$ cat src/rtl/fetch_pkg.sv
// Shared types and constants for the instruction-fetch stage.
// Optional misaligned-redirect trap: FETCH_MISALIGN_TRAP_EN.
package fetch_pkg;
   localparam int XLEN = 64;
   localparam int ILEN = 32;
   localparam logic [ILEN-1:0] NOP_INSTR = 32'h0000_0013;

   typedef enum logic [1:0] {
      S_BOOT,
      S_RUN,
      S_FLUSH
   } fetch_state_e;

   typedef struct packed {
      logic [XLEN-1:0] pc;
      logic [ILEN-1:0] instr;
`ifdef FETCH_MISALIGN_TRAP_EN
      logic            misalign;
`endif
   } fetch_entry_t;
endpackage

$ cat src/rtl/fetch_queue.sv
// Small synchronous FIFO of fetched entries with flush and occupancy count.
// Head entry is presented combinationally from storage.
module fetch_queue
   import fetch_pkg::*;
#(
   parameter int DEPTH = 2
) (
   input  logic                     clk,
   input  logic                     rst_n,
   input  logic                     push,
   input  fetch_entry_t             din,
   input  logic                     pop,
   input  logic                     flush,
   output fetch_entry_t             dout,
   output logic [$clog2(DEPTH):0]   count
);
   localparam int AW = $clog2(DEPTH);
   localparam int CW = AW + 1;

   fetch_entry_t   mem [DEPTH];
   logic [AW-1:0]  rd;
   logic [AW-1:0]  wr;
   logic           do_push;
   logic           do_pop;

   assign do_push = push && (count != CW'(DEPTH));
   assign do_pop  = pop && (count != '0);
   assign dout    = mem[rd];

   // Storage is cleared on reset so the outputs read zero afterwards.
   always_ff @(posedge clk or negedge rst_n) begin
      if (!rst_n) begin
         for (int i = 0; i < DEPTH; i++) mem[i] <= '0;
         rd    <= '0;
         wr    <= '0;
         count <= '0;
      end else if (flush) begin
         rd    <= '0;
         wr    <= '0;
         count <= '0;
      end else begin
         if (do_push) begin
            mem[wr] <= din;
            wr      <= wr + 1'b1;
         end
         if (do_pop) rd <= rd + 1'b1;
         count <= count + CW'(do_push) - CW'(do_pop);
      end
   end
endmodule

$ cat src/rtl/fetch_unit.sv
// Fetch stage: owns the PC, issues to instruction memory, queues responses.
// Optional misaligned-redirect trap: FETCH_MISALIGN_TRAP_EN.
module fetch_unit
   import fetch_pkg::*;
#(
   parameter logic [XLEN-1:0] RESET_PC    = '0,
   parameter int              QUEUE_DEPTH = 2
) (
   input  logic            clk,
   input  logic            rst_n,
   output logic [XLEN-1:0] imem_addr,
   input  logic [ILEN-1:0] imem_instr,
   input  logic            redirect_valid,
   input  logic [XLEN-1:0] redirect_pc,
   output logic            out_valid,
   input  logic            out_ready,
   output logic [XLEN-1:0] out_pc,
   output logic [ILEN-1:0] out_instr
`ifdef FETCH_MISALIGN_TRAP_EN
   ,
   output logic            out_misalign
`endif
);
   localparam int CW = $clog2(QUEUE_DEPTH) + 1;
   localparam logic [CW:0] QD = (CW+1)'(QUEUE_DEPTH);

   fetch_state_e    state;
   fetch_state_e    state_nx;
   logic [XLEN-1:0] pc;
   logic [XLEN-1:0] req_pc;
   logic [XLEN-1:0] tgt_pc;
   logic            inflight;
   logic            deq;
   logic            issue;
   logic            capture;
   logic            push;
   logic            can_issue;
   logic [CW-1:0]   count;
   logic [CW:0]     occ;
   fetch_entry_t    push_d;
   fetch_entry_t    head;

   assign imem_addr = pc;
   assign out_valid = (count != '0);
   assign out_pc    = head.pc;
   assign out_instr = head.instr;
   assign deq       = out_valid && out_ready;

   // Credit: entries held plus the response in flight, minus this pop.
   assign occ     = {1'b0, count} + (CW+1)'(inflight) - (CW+1)'(deq);
   assign issue   = (state != S_BOOT) && !redirect_valid && can_issue
                    && (occ < QD);
   assign capture = inflight && (state == S_RUN) && !redirect_valid;

`ifdef FETCH_MISALIGN_TRAP_EN
   logic mis_pend;
   logic halt;

   assign tgt_pc       = redirect_pc;
   assign can_issue    = !halt;
   assign push         = capture || (mis_pend && !redirect_valid);
   assign out_misalign = head.misalign;

   // A misaligned target yields one trap entry, then fetch parks.
   always_ff @(posedge clk or negedge rst_n) begin
      if (!rst_n) begin
         mis_pend <= 1'b0;
         halt     <= 1'b0;
      end else if (redirect_valid) begin
         mis_pend <= (redirect_pc[1:0] != 2'b00);
         halt     <= (redirect_pc[1:0] != 2'b00);
      end else begin
         mis_pend <= 1'b0;
      end
   end
`else
   assign tgt_pc    = redirect_pc & ~64'h3;
   assign can_issue = 1'b1;
   assign push      = capture;
`endif

   always_comb begin
      push_d       = '0;
      push_d.pc    = req_pc;
      push_d.instr = imem_instr;
`ifdef FETCH_MISALIGN_TRAP_EN
      if (mis_pend) begin
         push_d.pc       = pc;
         push_d.instr    = NOP_INSTR;
         push_d.misalign = 1'b1;
      end
`endif
   end

   always_comb begin
      state_nx = state;
      unique case (state)
         S_BOOT:  state_nx = S_RUN;
         S_RUN:   state_nx = S_RUN;
         S_FLUSH: state_nx = S_RUN;
         default: state_nx = S_RUN;
      endcase
      if (redirect_valid) state_nx = S_FLUSH;
   end

   always_ff @(posedge clk or negedge rst_n) begin
      if (!rst_n) begin
         state    <= S_BOOT;
         pc       <= RESET_PC;
         req_pc   <= '0;
         inflight <= 1'b0;
      end else begin
         state    <= state_nx;
         inflight <= issue;
         if (redirect_valid) begin
            pc <= tgt_pc;
         end else if (issue) begin
            pc     <= pc + 64'd4;
            req_pc <= pc;
         end
      end
   end

   fetch_queue #(
      .DEPTH (QUEUE_DEPTH)
   ) u_queue (
      .clk   (clk),
      .rst_n (rst_n),
      .push  (push),
      .din   (push_d),
      .pop   (deq),
      .flush (redirect_valid),
      .dout  (head),
      .count (count)
   );
endmodule
$ cat config.mk
export PLATFORM = sky130hd
export DESIGN_NAME = fetch_unit
export DESIGN_NICKNAME = d
export VERILOG_FILES = /design/src/rtl/fetch_pkg.sv /design/src/rtl/fetch_queue.sv /design/src/rtl/fetch_unit.sv
export SDC_FILE = /design/constraint.sdc
export NUM_CORES = 1
export LEC_CHECK = 0
export CORE_MARGIN = 2
export CORE_UTILIZATION = 58
export CTS_CLUSTER_SIZE = 14
export DETAILED_ROUTE_END_ITERATION = 8
export GPL_ROUTABILITY_DRIVEN = 0
export HOLD_SLACK_MARGIN = 0.02
export PLACE_DENSITY = 0.84
export SLEW_MARGIN = 5
export SYNTH_ARGS = -nofsm -noshare
export SYNTH_HDL_FRONTEND = slang
export SYNTH_SLANG_ARGS = --single-unit
$ cat constraint.sdc
create_clock -name clk -period 6.7 [get_ports clk]
set_input_delay 1.34 -clock clk [delete_from_list [all_inputs] [get_ports clk]]
set_output_delay 1.34 -clock clk [all_outputs]
set_load 0.005 [all_outputs]
==> results.ini <==
[timing]
slew_violations = 0
hold_viol_final = 0
setup_tns_ns = 0
skew_ns = 0.0112
period_minus_slack_ns = 4.82
max_slew_margin = 0.216
rsz0062_at_grt = no
setup_violations = 0
fmax_mhz = 208
worstMarginPinSlew_ns = 1.17
period_share = 0.719

[power_and_ir_drop]
p_leak_uw = 0.00866
vdd_drop_max_mv = 0.293
powerDensity_nw_per_um2 = 444

[run_status]
status = completed

[setup_path]
arrival_ns = 5.24
timing.rr.end = imem_addr[32]$_DFFE_PN0P_
critical_path.cell_chain = clkdlybuf4s50_1 -> and2_1 -> ha_1 -> inv_1 -> nand2_1 -> fa_1 -> xor2_1 -> or3_4 -> clkinv_2 -> buf_4 -> and3_1 -> a311o_1 -> o211ai_1
path_class = in -> reg
worstPathRequired_ns = 7.13
cp-start-kind = primary input
critPathBufInv = 4
cp_max_fo = 62
r2r_start = u_queue.count[1]$_DFF_PN0_
critical-path-top-delay-family = buffers and inverters
worstRegToRegCells = 13
rrSetupSlack_ns = 2.36
crit_path_top_delay_cell = or3_4
cp_slowest_stage_delay_ns = 0.67
critPathCaptureType = register

[floorplan]
rows = 58
dieArea_sq_um = 27200
die_h_um = 165
die_x_um = 165
start_util = 0.593
io_pins = 261
core_area_sq_um = 25300

[global_routing]
grt_pass1_vias = 11630
overflow = 0
grt_max_degree = 155
grt.busiest_layer = met2
antenna_found_initial = 2
grt.met3_usage = 0.0756
use_met2 = 0.469
grt_pass1_wl_um = 61200
track_usage = 0.287
grt_use_met1 = 0.375

[yosys]
synth_ff_type = dfrtp_1
netlist_area_sq_um = 15000
yosys.area.top_type = dfrtp_1
synth.distinct_cells = 65
yosysTopAreaCellShare = 0.531
synth_edf_count = 0
syn_inst = 1307
yosysSeqAreaShare = 0.531
synthTopCellsByArea = dfrtp_1 53%, mux2_2 21%, nand2_1 6.1%, nand3_1 1.6%, nand4_1 1.3%
ys_warn_count = 0
syn_avg_cell_area_sq_um = 11.5
synth-seq-cells = 319
postSynth.asyncResetShare = 1.00

[clocking]
ctsResizeCount = 0
post_cts_buffers = 0
cts_tree = yes
clock-sinks = 319
cts.clk_slew.worst_paths_ns = 0.06
h-tree-depth = 2
hold_buffers = 0
clk_latency_ns = 0.51
clock_path_buffers = 3
cts_buffers = 35
cts-root-buf = clkbuf_16

[hold_path]
hp-class = reg -> reg
min_to = req_pc[6]$_DFFE_PN0P_
min_from = req_pc[6]$_DFFE_PN0P_
hold_depth = 2

[drt]
drtIter0Drc = 1263
via_per_inst = 6.05
wirelength_um = 39200
vias = 11395
wl_per_cell_um = 20.8
drtPass1Iterations = 5
ant_nets = 0
remaining_drc_errors = 0

[finish]
final_util = 0.746
n_fill_cell = 1660
fin_nets = 1634
area_growth_pct = 25.8
drive_gt1_frac = 0.244

[place]
hpwl_um = 25800
portBuffers = 254

[run]
maxCapViolations = 0

[how the worst max path moves through the flow]
stage	start	to	slack, ns	depth (start not counted)
6_report	out_ready	imem_addr[32]$_DFFE_PN0P_	1.88	13
5_1_grt	out_ready	imem_addr[60]$_DFFE_PN0P_	1.62	13
4_1_cts	out_ready	imem_addr[32]$_DFFE_PN0P_	1.94	13
3_5_place_dp	out_ready	imem_addr[32]$_DFFE_PN0P_	1.42	13
3_3_place_gp	out_ready	imem_addr[32]$_DFFE_PN0P_	1.51	13
2_1_floorplan	out_ready	imem_addr[28]$_DFFE_PN0P_	2.82	12
[cell usage in the layout, fill, tap and decap left out, types with 8 or more instances in the layout]
master,Yosys,final
o311ai_1,10,10
or4_1,8,8
or3_1,10,9
o211ai_1,23,23
inv_1,12,12
and3_1,14,14
clkbuf_8,0,9
a31oi_1,8,8
mux2_2,283,283
nand4_1,31,31
nand2_1,243,242
clkdlybuf4s50_1,0,252
clkbuf_16,0,37
mux2i_1,8,8
nor4_1,12,12
nand3_1,49,49
a21oi_1,9,9
dfrtp_1,319,318
clkinv_2,0,10
buf_4,8,11
nor3_1,13,13
nor2_1,25,25
o21ai_0,27,27
and2_1,14,14
a22oi_1,11,11
[cells by family after synthesis]
group	Yosys count	synth area share
simple gates	455	0.150
other cells	1	0.000250
compound gates	130	0.0620
mux	291	0.217
xor+xnor	8	0.00466
fa+ha+maj	5	0.00466
buf+inv	98	0.0296
flops	319	0.531
[routing by layer]
layer / vias to the layer above / wire (um)
met5: - / 15
met4: 2 / 1190
met3: 105 / 3410
met2: 447 / 18600
met1: 5706 / 16000
li1: 5135 / -
[tightest hold or removal path: cells and delay by family (launching register included)]
| family | cells | cell delay (ns) |
|---|---|---|
| and+or+nand+nor | 2 | 0.12 |
| DFF | 1 | 0.35 |
[area by class of cell]
class                   instances  area (sq um)  share of cell area
clock inverters                11           105             0.00556
clock buffers                  50          1060              0.0563
diodes                          2          5.00            0.000265
repair buffers                266          2650               0.140
well taps                     330           413              0.0218
flip-flops and latches        319          7990               0.423
inverters                      14          53.8             0.00285
multi-input cells             893          6630               0.351
[synth_stat cells (4+ instances only)]
| cell type | count |
|---|---|
| buf_1 | 6 |
| nand4_2 | 5 |
| or3_1 | 10 |
| a31oi_1 | 8 |
| inv_1 | 12 |
| nor4_1 | 12 |
| nor4_4 | 4 |
| mux2i_1 | 8 |
| nor2_1 | 25 |
| buf_2 | 31 |
| nand3_1 | 49 |
| nand2b_1 | 5 |
| nand2_1 | 243 |
| and3_1 | 14 |
| xor2_1 | 5 |
| dfrtp_1 | 319 |
| nor3_1 | 13 |
| nor2b_1 | 4 |
| or4_1 | 8 |
| clkbuf_1 | 38 |
| o21ai_0 | 27 |
| mux2_2 | 283 |
| a21oi_1 | 9 |
| buf_4 | 8 |
| a21o_1 | 6 |
| nand4_1 | 31 |
| ha_1 | 4 |
| o211ai_1 | 23 |
| a221o_1 | 7 |
| nand4b_1 | 4 |
| and2_1 | 14 |
| a22oi_1 | 11 |
| o311ai_1 | 10 |
[through the flow]
| step | power (uW) | hold WS [ns] | worst slack (ns) | cell area (sq um) | std cells |
|---|---|---|---|---|---|
| floorplan | 4850 | 0.458 | 2.82 | 15000 | 1310 |
| global placement | 6310 | 0.474 | 1.51 | 17700 | 1822 |
| detailed placement | 6450 | 0.484 | 1.42 | 17700 | 1822 |
| CTS | 8430 | 0.499 | 1.94 | 18900 | 1883 |
| global route | 8880 | 0.513 | 1.62 | 18900 | 1883 |
| finish | 8390 | 0.498 | 1.88 | 18900 | 1885 |
[sequential cells by signal, summed over array words and instances, names as in the netlist]
| name | count |
|---|---|
| state | 2 |
| u_queue.count | 2 |
| u_queue.wr | 1 |
| u_queue.mem | 188 |
| inflight | 1 |
| req_pc | 62 |
| u_queue.rd | 1 |
| imem_addr | 62 |
[where the power goes]
| group | total [uW] | internal, uW | leakage, uW | switching, uW |
|---|---|---|---|---|
| sequential | 3330 | 2610 | 0.00412 | 724 |
| clock | 1940 | 1180 | 0.000589 | 764 |
| combinational | 3120 | 1770 | 0.00395 | 1350 |
Note: power is estimated with default switching activity, not from simulation.
